==> src/rtl/aes_hpc_stream_ctrl.sv <==
// Stream/reseed controller between the SVRS ports and the masked AES core + PRNG.
// Credit-based admission keeps the core from ever stalling on a full ciphertext buffer.
module aes_hpc_stream_ctrl #(
    parameter int unsigned d            = 2,
    parameter int unsigned OUT_DEPTH    = 2,
    parameter int unsigned RESEED_LIMIT = 0,
    parameter int unsigned CNT_W        = 32
) (
    input  logic                 clk,
    input  logic                 rst_n,
    input  logic                 in_valid,
    output logic                 in_ready,
    input  logic [128*d-1:0]     in_shares_plaintext,
    input  logic [128*d-1:0]     in_shares_key,
    input  logic                 in_key_reuse,
    input  logic                 in_seed_valid,
    output logic                 in_seed_ready,
    input  logic [79:0]          in_seed,
    output logic                 out_valid,
    input  logic                 out_ready,
    output logic [128*d-1:0]     out_shares_ciphertext,
    output logic                 core_valid_in,
    input  logic                 core_in_ready,
    output logic [128*d-1:0]     core_plaintext,
    output logic [128*d-1:0]     core_key,
    input  logic                 core_busy,
    input  logic                 core_cipher_valid,
    output logic                 core_out_ready,
    input  logic [128*d-1:0]     core_ciphertext,
    output logic                 prng_start_reseed,
    output logic [79:0]          prng_seed,
    input  logic                 prng_out_valid,
    input  logic                 prng_busy,
    output logic                 reseed_needed,
    output logic [CNT_W-1:0]     enc_count
);

    localparam int unsigned W    = 128 * d;
    localparam int unsigned OccW = $clog2(OUT_DEPTH + 1);
    localparam int unsigned PtrW = (OUT_DEPTH > 1) ? $clog2(OUT_DEPTH) : 1;

    localparam logic [OccW-1:0]  DepthCnt = OccW'(OUT_DEPTH);
    localparam logic [OccW:0]    DepthOcc = {1'b0, DepthCnt};
    localparam logic [OccW-1:0]  OccOne   = OccW'(1);
    localparam logic [PtrW-1:0]  PtrOne   = PtrW'(1);
    localparam logic [PtrW-1:0]  LastPtr  = PtrW'(OUT_DEPTH - 1);
    localparam logic [CNT_W-1:0] CntOne   = CNT_W'(1);
    localparam logic [CNT_W-1:0] Limit    = CNT_W'(RESEED_LIMIT);

    typedef enum logic [1:0] {StNoSeed, StReseed, StReady, StExhausted} state_e;

    state_e           state_q, state_d;
    logic [OccW-1:0]  count_q, count_d;
    logic [OccW-1:0]  inflight_q, inflight_d;
    logic [PtrW-1:0]  wr_ptr_q, wr_ptr_d;
    logic [PtrW-1:0]  rd_ptr_q, rd_ptr_d;
    logic [W-1:0]     buf_q [OUT_DEPTH];
    logic [W-1:0]     key_q;
    logic             key_held_q;
    logic [CNT_W-1:0] since_q, since_d;
    logic [CNT_W-1:0] enc_count_q, enc_count_d;
    logic             prev_busy_q;

    logic [OccW:0]    occupancy;
    logic             admit;
    logic             accept;
    logic             use_held;
    logic             wr_en;
    logic             rd_en;

    // Credits: buffered entries plus blocks still inside the core must fit in the buffer.
    assign occupancy = {1'b0, count_q} + {1'b0, inflight_q};
    assign admit     = (state_q == StReady) & prng_out_valid & (occupancy < DepthOcc);

    assign core_valid_in  = in_valid & admit;
    assign in_ready       = core_in_ready & admit;
    assign accept         = in_valid & in_ready;
    assign use_held       = in_key_reuse & key_held_q;
    assign core_key       = use_held ? key_q : in_shares_key;
    assign core_plaintext = in_shares_plaintext;

    // A pending block has priority over a seed; reseed only with the core fully drained.
    assign prng_start_reseed = in_seed_valid & ~core_busy & (inflight_q == '0)
                             & ~(in_valid & admit) & (state_q != StReseed);
    assign prng_seed         = in_seed;
    assign in_seed_ready     = prng_busy & ~prev_busy_q;
    assign reseed_needed     = (state_q == StNoSeed) | (state_q == StExhausted);

    assign core_out_ready        = 1'b1;
    assign wr_en                 = core_cipher_valid;
    assign out_valid             = (count_q != '0);
    assign rd_en                 = out_valid & out_ready;
    assign out_shares_ciphertext = buf_q[rd_ptr_q];
    assign enc_count             = enc_count_q;

    always_comb begin
        state_d = state_q;
        unique case (state_q)
            StNoSeed: begin
                if (prng_start_reseed) state_d = StReseed;
            end
            StReseed: begin
                if (prev_busy_q & ~prng_busy) state_d = StReady;
            end
            StReady: begin
                if (prng_start_reseed) begin
                    state_d = StReseed;
                end else if (accept && (RESEED_LIMIT != 0) && (since_q + CntOne == Limit)) begin
                    state_d = StExhausted;
                end
            end
            StExhausted: begin
                if (prng_start_reseed) state_d = StReseed;
            end
            default: state_d = StNoSeed;
        endcase
    end

    always_comb begin
        inflight_d  = inflight_q;
        count_d     = count_q;
        wr_ptr_d    = wr_ptr_q;
        rd_ptr_d    = rd_ptr_q;
        since_d     = since_q;
        enc_count_d = enc_count_q;

        if (accept && !wr_en) inflight_d = inflight_q + OccOne;
        if (!accept && wr_en) inflight_d = inflight_q - OccOne;

        if (wr_en && !rd_en) count_d = count_q + OccOne;
        if (!wr_en && rd_en) count_d = count_q - OccOne;

        if (wr_en) wr_ptr_d = (wr_ptr_q == LastPtr) ? '0 : wr_ptr_q + PtrOne;
        if (rd_en) rd_ptr_d = (rd_ptr_q == LastPtr) ? '0 : rd_ptr_q + PtrOne;

        if (prng_start_reseed) begin
            since_d = '0;
        end else if (accept && (since_q != '1)) begin
            since_d = since_q + CntOne;
        end

        if (accept && (enc_count_q != '1)) enc_count_d = enc_count_q + CntOne;
    end

    always_ff @(posedge clk or negedge rst_n) begin
        if (!rst_n) begin
            state_q     <= StNoSeed;
            count_q     <= '0;
            inflight_q  <= '0;
            wr_ptr_q    <= '0;
            rd_ptr_q    <= '0;
            key_q       <= '0;
            key_held_q  <= 1'b0;
            since_q     <= '0;
            enc_count_q <= '0;
            prev_busy_q <= 1'b0;
        end else begin
            state_q     <= state_d;
            count_q     <= count_d;
            inflight_q  <= inflight_d;
            wr_ptr_q    <= wr_ptr_d;
            rd_ptr_q    <= rd_ptr_d;
            since_q     <= since_d;
            enc_count_q <= enc_count_d;
            prev_busy_q <= prng_busy;
            if (accept && !use_held) begin
                key_q      <= in_shares_key;
                key_held_q <= 1'b1;
            end
        end
    end

    always_ff @(posedge clk) begin
        if (wr_en) buf_q[wr_ptr_q] <= core_ciphertext;
    end

    inflight_bound_a: assert property (@(posedge clk) disable iff (!rst_n)
        inflight_q <= DepthCnt);
    count_bound_a: assert property (@(posedge clk) disable iff (!rst_n)
        count_q <= DepthCnt);

endmodule

==> config.mk <==
export PLATFORM = sky130hd
export DESIGN_NAME = aes_hpc_stream_ctrl
export DESIGN_NICKNAME = d
export VERILOG_FILES = /design/src/rtl/aes_hpc_stream_ctrl.sv
export SDC_FILE = /design/constraint.sdc
export NUM_CORES = 1
export LEC_CHECK = 0
export CAP_MARGIN = 20
export CELL_PAD_IN_SITES_DETAIL_PLACEMENT = 0
export CELL_PAD_IN_SITES_GLOBAL_PLACEMENT = 1
export CORE_AREA = 5 5 678 680
export DETAILED_ROUTE_END_ITERATION = 10
export DIE_AREA = 0 0 683 685
export GPL_TIMING_DRIVEN = 0
export PLACE_DENSITY_LB_ADDON = 0.08
export REMOVE_ABC_BUFFERS = 1
export SYNTH_ARGS = -nofsm -noshare
export SYNTH_HDL_FRONTEND = slang
export SYNTH_SLANG_ARGS = --single-unit
==> constraint.sdc <==
create_clock -name clk -period 12.86 [get_ports clk]
set_input_delay 1.286 -clock clk [delete_from_list [all_inputs] [get_ports clk]]
set_output_delay 1.286 -clock clk [all_outputs]
set_load 0.01 [all_outputs]
After elaboration in Yosys (flattened, before gate mapping):

Memory sizes are Yosys's and may differ from the RTL's.
Index checks and enable logic that the tools add are counted.

* flip-flop bits (word level): 298
* RAM bits: 512
* output and inout bits: 887
* logic and storage cells: 73
* memories: 1

* add/subtract/negate cells: 8
* order comparisons: 1
* equality and inequality tests: 7
* multiplexer cells: 12
* bitwise logic cells: 18
* reductions and logical operators: 17

Memory list
* buf_q: depth 2, width 256, rd ports 1, clocked after Yosys merged registers in 0, wr ports 1, RTL line 57 `logic [W-1:0] buf_q [OUT_DEPTH];`

Operators with widths (number)
* 2-to-1 mux 256 bit: 1
* adder 32 x 1 -> 32 bit (second input constant): 1
* != test 32 bit (second input constant): 1
* AND 1 bit: 13
* 2-to-1 mux 2 bit: 6
* logical AND 1 bit: 6
* nonzero test 2 bit: 3
* adder 2 x 1 -> 2 bit (second input constant): 2
* == test 2 bit (second input constant): 2
* zero test 1 bit: 4
* zero test 2 bit: 2
* 2-to-1 mux 1 bit: 4
* != test 2 x 1 -> 1 bit (second input constant): 2
* NOT 1 bit: 4
* one-hot mux 2 bit (2 select lines): 1
* subtractor 2 x 1 -> 2 bit (second input constant): 2
* adder 2 x 2 -> 3 bit: 1
* < comparator 3 x 2 -> 1 bit (second input constant): 1
* OR reduction 3 bit: 1
* adder 1 bit (second input constant): 2
* == test 2 x 1 -> 1 bit (second input constant): 1
* != test 2 bit (second input constant): 1
* AND reduction 2 bit: 1
* bitwise OR 1 bit: 1

Depth between registers and ports, before layout:

* word-level depth: 9
* depth in mapped cells: 10

Worst setup path before layout:

OpenSTA, ideal clock, no wires.

* kind: input-to-reg
* start: input port core_cipher_valid
* end: memory buf_q[0][0] (netlist bit) (enable)
* data arrival time: 11.866 ns
* setup slack: 0.117 ns
* stages: 2
* buffers on the path: 0
* cell sequence: inv_1 nor2_1

* longest elaborated chain between the ends: 2

Ends and longest elaborated chain
* start: declaration: RTL line 27 `input logic core_cipher_valid,`
* 2-to-1 mux 1 bit: RTL line 174 `if (wr_en) buf_q[wr_ptr_q] <= core_ciphertext;`
* 2-to-1 mux 1 bit (not written as such): RTL line 174
* end: declaration: RTL line 57

Every way passes these cells.

Worst setup path in the final report:

* start: input port in_key_reuse
* end: output port core_key[47]

* longest elaborated chain between the ends: 2

Ends and longest elaborated chain
* start: declaration: RTL line 15 `input logic in_key_reuse,`
* AND 1 bit: RTL line 78 `assign use_held = in_key_reuse & key_held_q;`
* 2-to-1 mux 256 bit: RTL line 79 `assign core_key = use_held ? key_q : in_shares_key;`
* end: declaration: RTL line 25 `output logic [128*d-1:0] core_key,`

Every way passes these cells.

==> summary.md <==
| Metric | Value |
|---|---|
| Core box area | `453700 um^2` |
| Warnings from Yosys | `0` |
| CP Launch Type | `input pin` |
| Least-Margin Pin Slew | `around 1000 ps` |
| Share of layout cells above drive strength 1 | `roughly a third` |
| Unique masters post-synth | `46` |
| Via/cell ratio | `2.812` |
| Maximum fanout along the worst path | `just over 40` |
| CP Class | `in2out` |
| Fill count | `50.91k` |
| Dpl ws | `7282 ps` |
| Post-layout net count | `between 3k and 4k` |
| DRC | `0` |
| Clock sink total | `810` |
| TritonCTS clock tree | `done` |
| Hpwl dp | `between 200000 and 300000 um` |
| Yosys reg bits | `810` |
| Vias in the first global route | `24.50k` |
| Post-CTS Setup Inserts | `0` |
| Slowest cell on crit path | `clkdlybuf4s50_1` |
| Top Ports | `1746` |
| Post-synth EDFFs | `512` |
| Std-Cell Rows | `248` |
| First-pass GRT wire length | `between 400000 and 500000 um` |
| CP most frequent cell | `buf_16` |
| Fin area | `approximately 57000 um^2` |
| Hold_buf cts | `0` |
| Worst path cell trace | `clkdlybuf4s50_1, nand2_4, buf_16, buf_16, buf_16, mux2_2, clkdlybuf4s50_1` |
| DIE AREA | `467900 um^2` |
| Primary FF master, synth | `edfxtp_1` |
| Worst relative slew slack | `32.50%` |
| Setup tns final | `0 ps` |
| Final WL | `380600 um` |
| Pin count of the biggest net entering global routing | `slightly below 80` |
| RSZ-0062 raised after global routing | `false` |
| Synth-to-layout area growth | `58.93%` |
| Final worst slack | `7405 ps` |
| Sw Ratio | `33.77%` |
| Gate Count Post-Synth | `2150` |
| DRT iter0 DRCs | `2122` |
| CTS buffer count | `about 140` |
| Hold Violations, Final | `0` |
| Psw | `3931 uW` |
| Post-DP Area | `52150 um^2` |
| CTS clk-pin slew, worst paths | `about 50 ps` |
| Crit path DAT | `roughly 4200 ps` |
| Combinational fraction of design power | `36.0%` |
| F_max | `183.3 MHz` |
| CP Capture Type | `primary output` |
| FFs w/ async S/R, synth | `36.79%` |
| Most frequent cells in the layout | `clkdlybuf4s50_1, mux2_2, edfxtp_1` |
| Final ANT Viol Nets | `0` |
| Min Tclk post-route | `around 5500 ps` |
| Slew Limit Fails | `0` |
| Die H | `slightly below 700 um` |
| Status | `finished clean` |
| Pleak | `0.01926 uW` |
| Syn avg cell area | `16.54 um^2` |
| Via count | `25.67k` |
| Worst min path class | `in2async` |
| Initial Util | `7.839%` |
| Clock power share | `32.2%` |
| Largest delay contributor family on the critical path | `buffers and inverters` |
| Flop pwr share | `a little under a third` |
| PortBufs | `1072` |
| Max Cap Viol | `0` |
| Syn Std Cell Area | `35560 um^2` |
| Root Driver | `clkbuf_16` |
| Wire per inst | `between 40 and 50 um` |
| Register area share after synthesis | `64.20%` |
| Max stage delay on crit path | `730 ps` |
| Die W | `683 um` |
| Commonest non-fill, non-tap cell in the layout | `clkdlybuf4s50_1` |
| Crit path buffers/inverters | `5` |
| Fin Hold WS | `405.0 ps` |
| DR pass1 iterations | `5` |
| Global route overflow | `0` |
| Initial antenna violation count | `about 190` |
| RD Place Congestion | `0.7565` |
| Fin crit share | `a little over two fifths` |
| Final setup fails | `0` |
| PostCTS Resize Cnt | `0` |
| Tot GR Track Use | `15.60%` |
| Crit path required time | `11570 ps` |
| Worst vdd rail ir drop | `between 0.08 and 0.09 mV` |
| Clock Path Buffers | `4` |
| Max H-tree Level | `4` |
| Internal power | `just under 8000 uW` |
| Cell Pwr Density | `205.9 nW/um^2` |
| Clock latency on the worst-skew pair | `between 800 and 900 ps` |
| Clock Skews | `93.31 ps` |
-- power by group through the flow --
stage / combinational, uW / sequential [uW] / clock [uW]
detailed placement: 4360 / 3760 / 0
global placement: 4630 / 4300 / 0
CTS: 4380 / 3710 / 4020
finish: 4190 / 3710 / 3750
global route: 4500 / 3780 / 4070
floorplan: 1770 / 3900 / 0
-- worst reg2reg max path: cells and delay by family (launching register included) --
| family | cells | cell delay, ps |
|---|---|---|
| AO/OA/AOI/OAI | 1 | 620 |
| adder cells (fa/ha/maj) | 1 | 420 |
| buffers and inverters | 8 | 1640 |
| flip-flops | 1 | 420 |
| multiplexers | 1 | 380 |
| AND/OR/NAND/NOR | 3 | 1090 |
-- synth_stat cells, types with 5 or more instances --
| library cell | count | area, um^2 |
|---|---|---|
| and2_1 | 9 | 56.30 |
| and3_1 | 8 | 50.05 |
| and4_1 | 5 | 43.79 |
| buf_4 | 360 | 2703 |
| clkbuf_1 | 57 | 214.0 |
| dfrtp_1 | 298 | 7457 |
| edfxtp_1 | 512 | 15370 |
| ha_1 | 5 | 62.56 |
| mux2_1 | 19 | 214.0 |
| mux2_2 | 750 | 8446 |
| nand2_1 | 8 | 30.03 |
| nand3_1 | 19 | 95.09 |
| nand4_1 | 9 | 56.30 |
| nor2_1 | 10 | 37.54 |
| xnor2_1 | 24 | 210.2 |
| xor2_1 | 15 | 131.4 |
-- cell type report --
type | count | area [um^2] | area share, %
Clock buffer | 206 | 3978 | 7.037
Multi-Input combinational cell | 912 | 9766 | 17.28
Inverter | 4 | 15.01 | 0.02656
Sequential cell | 810 | 22840 | 40.40
Clock inverter | 37 | 314.1 | 0.5556
Antenna cell | 34 | 85.08 | 0.1505
Timing Repair Buffer | 1125 | 12020 | 21.27
Tap cell | 6000 | 7507 | 13.28
-- metrics by stage --
step / total power (uW) / cells / utilization [%]
final: 11640 / 9128 / 12.46
after global routing: 12340 / 9105 / 12.45
after CTS: 12110 / 9094 / 12.44
after detailed placement: 8116 / 8851 / 11.49
after global placement: 8923 / 8798 / 11.20
after floorplan: 5674 / 1726 / -
-- path summary, 6_finish.rpt --
kind / startpoint / endpoint / slack [ps] / depth (start not counted)
worst max-delay path: in_key_reuse / core_key[47] / 7410 / 7
worst min-delay path: rst_n / key_q[144] / 400 / 1
worst max register to register: count_q[0] / key_q[148] / 8140 / 14
worst min register to register: key_q[189] / key_q[189] / 480 / 1
max in group asynchronous: rst_n / enc_count[4] / 11170 / 3
min in group clk: key_q[189] / key_q[189] / 480 / 1
-- flip-flops by register name, summed over array words and instances, names as in the netlist, 2 cells and up --
register and cells:
enc_count 32, state_q 2, key_q 256, buf_q 512, count_q 2, inflight_q 2
-- kinds of logic (layout without fill, tap and decap cells) --
logic type               count (synthesis)  count (layout)  share of synthesized area, %
XOR/XNOR                                39              39                        0.9605
buffers and inverters                  428            1372                         8.412
flip-flops                             810             810                         64.20
multiplexers                           769             769                         24.35
other                                    1              35                       0.01054
AO/OA/AOI/OAI                            7               7                        0.2357
AND/OR/NAND/NOR                         90              90                         1.601
adder cells (fa/ha/maj)                  6               6                        0.2322
-- metal layers --
layer / track usage [%] / vias to the layer above / share of wire, %
met2: 18.62 / 3154 / 34
met1: 15.31 / 12307 / 35
met3: 20.11 / 609 / 26
met4: 3.178 / 210 / 2.5
met5: 13.12 / - / 2.5
li1: - / 9390 / -
Power figures use the tool's default switching activity.
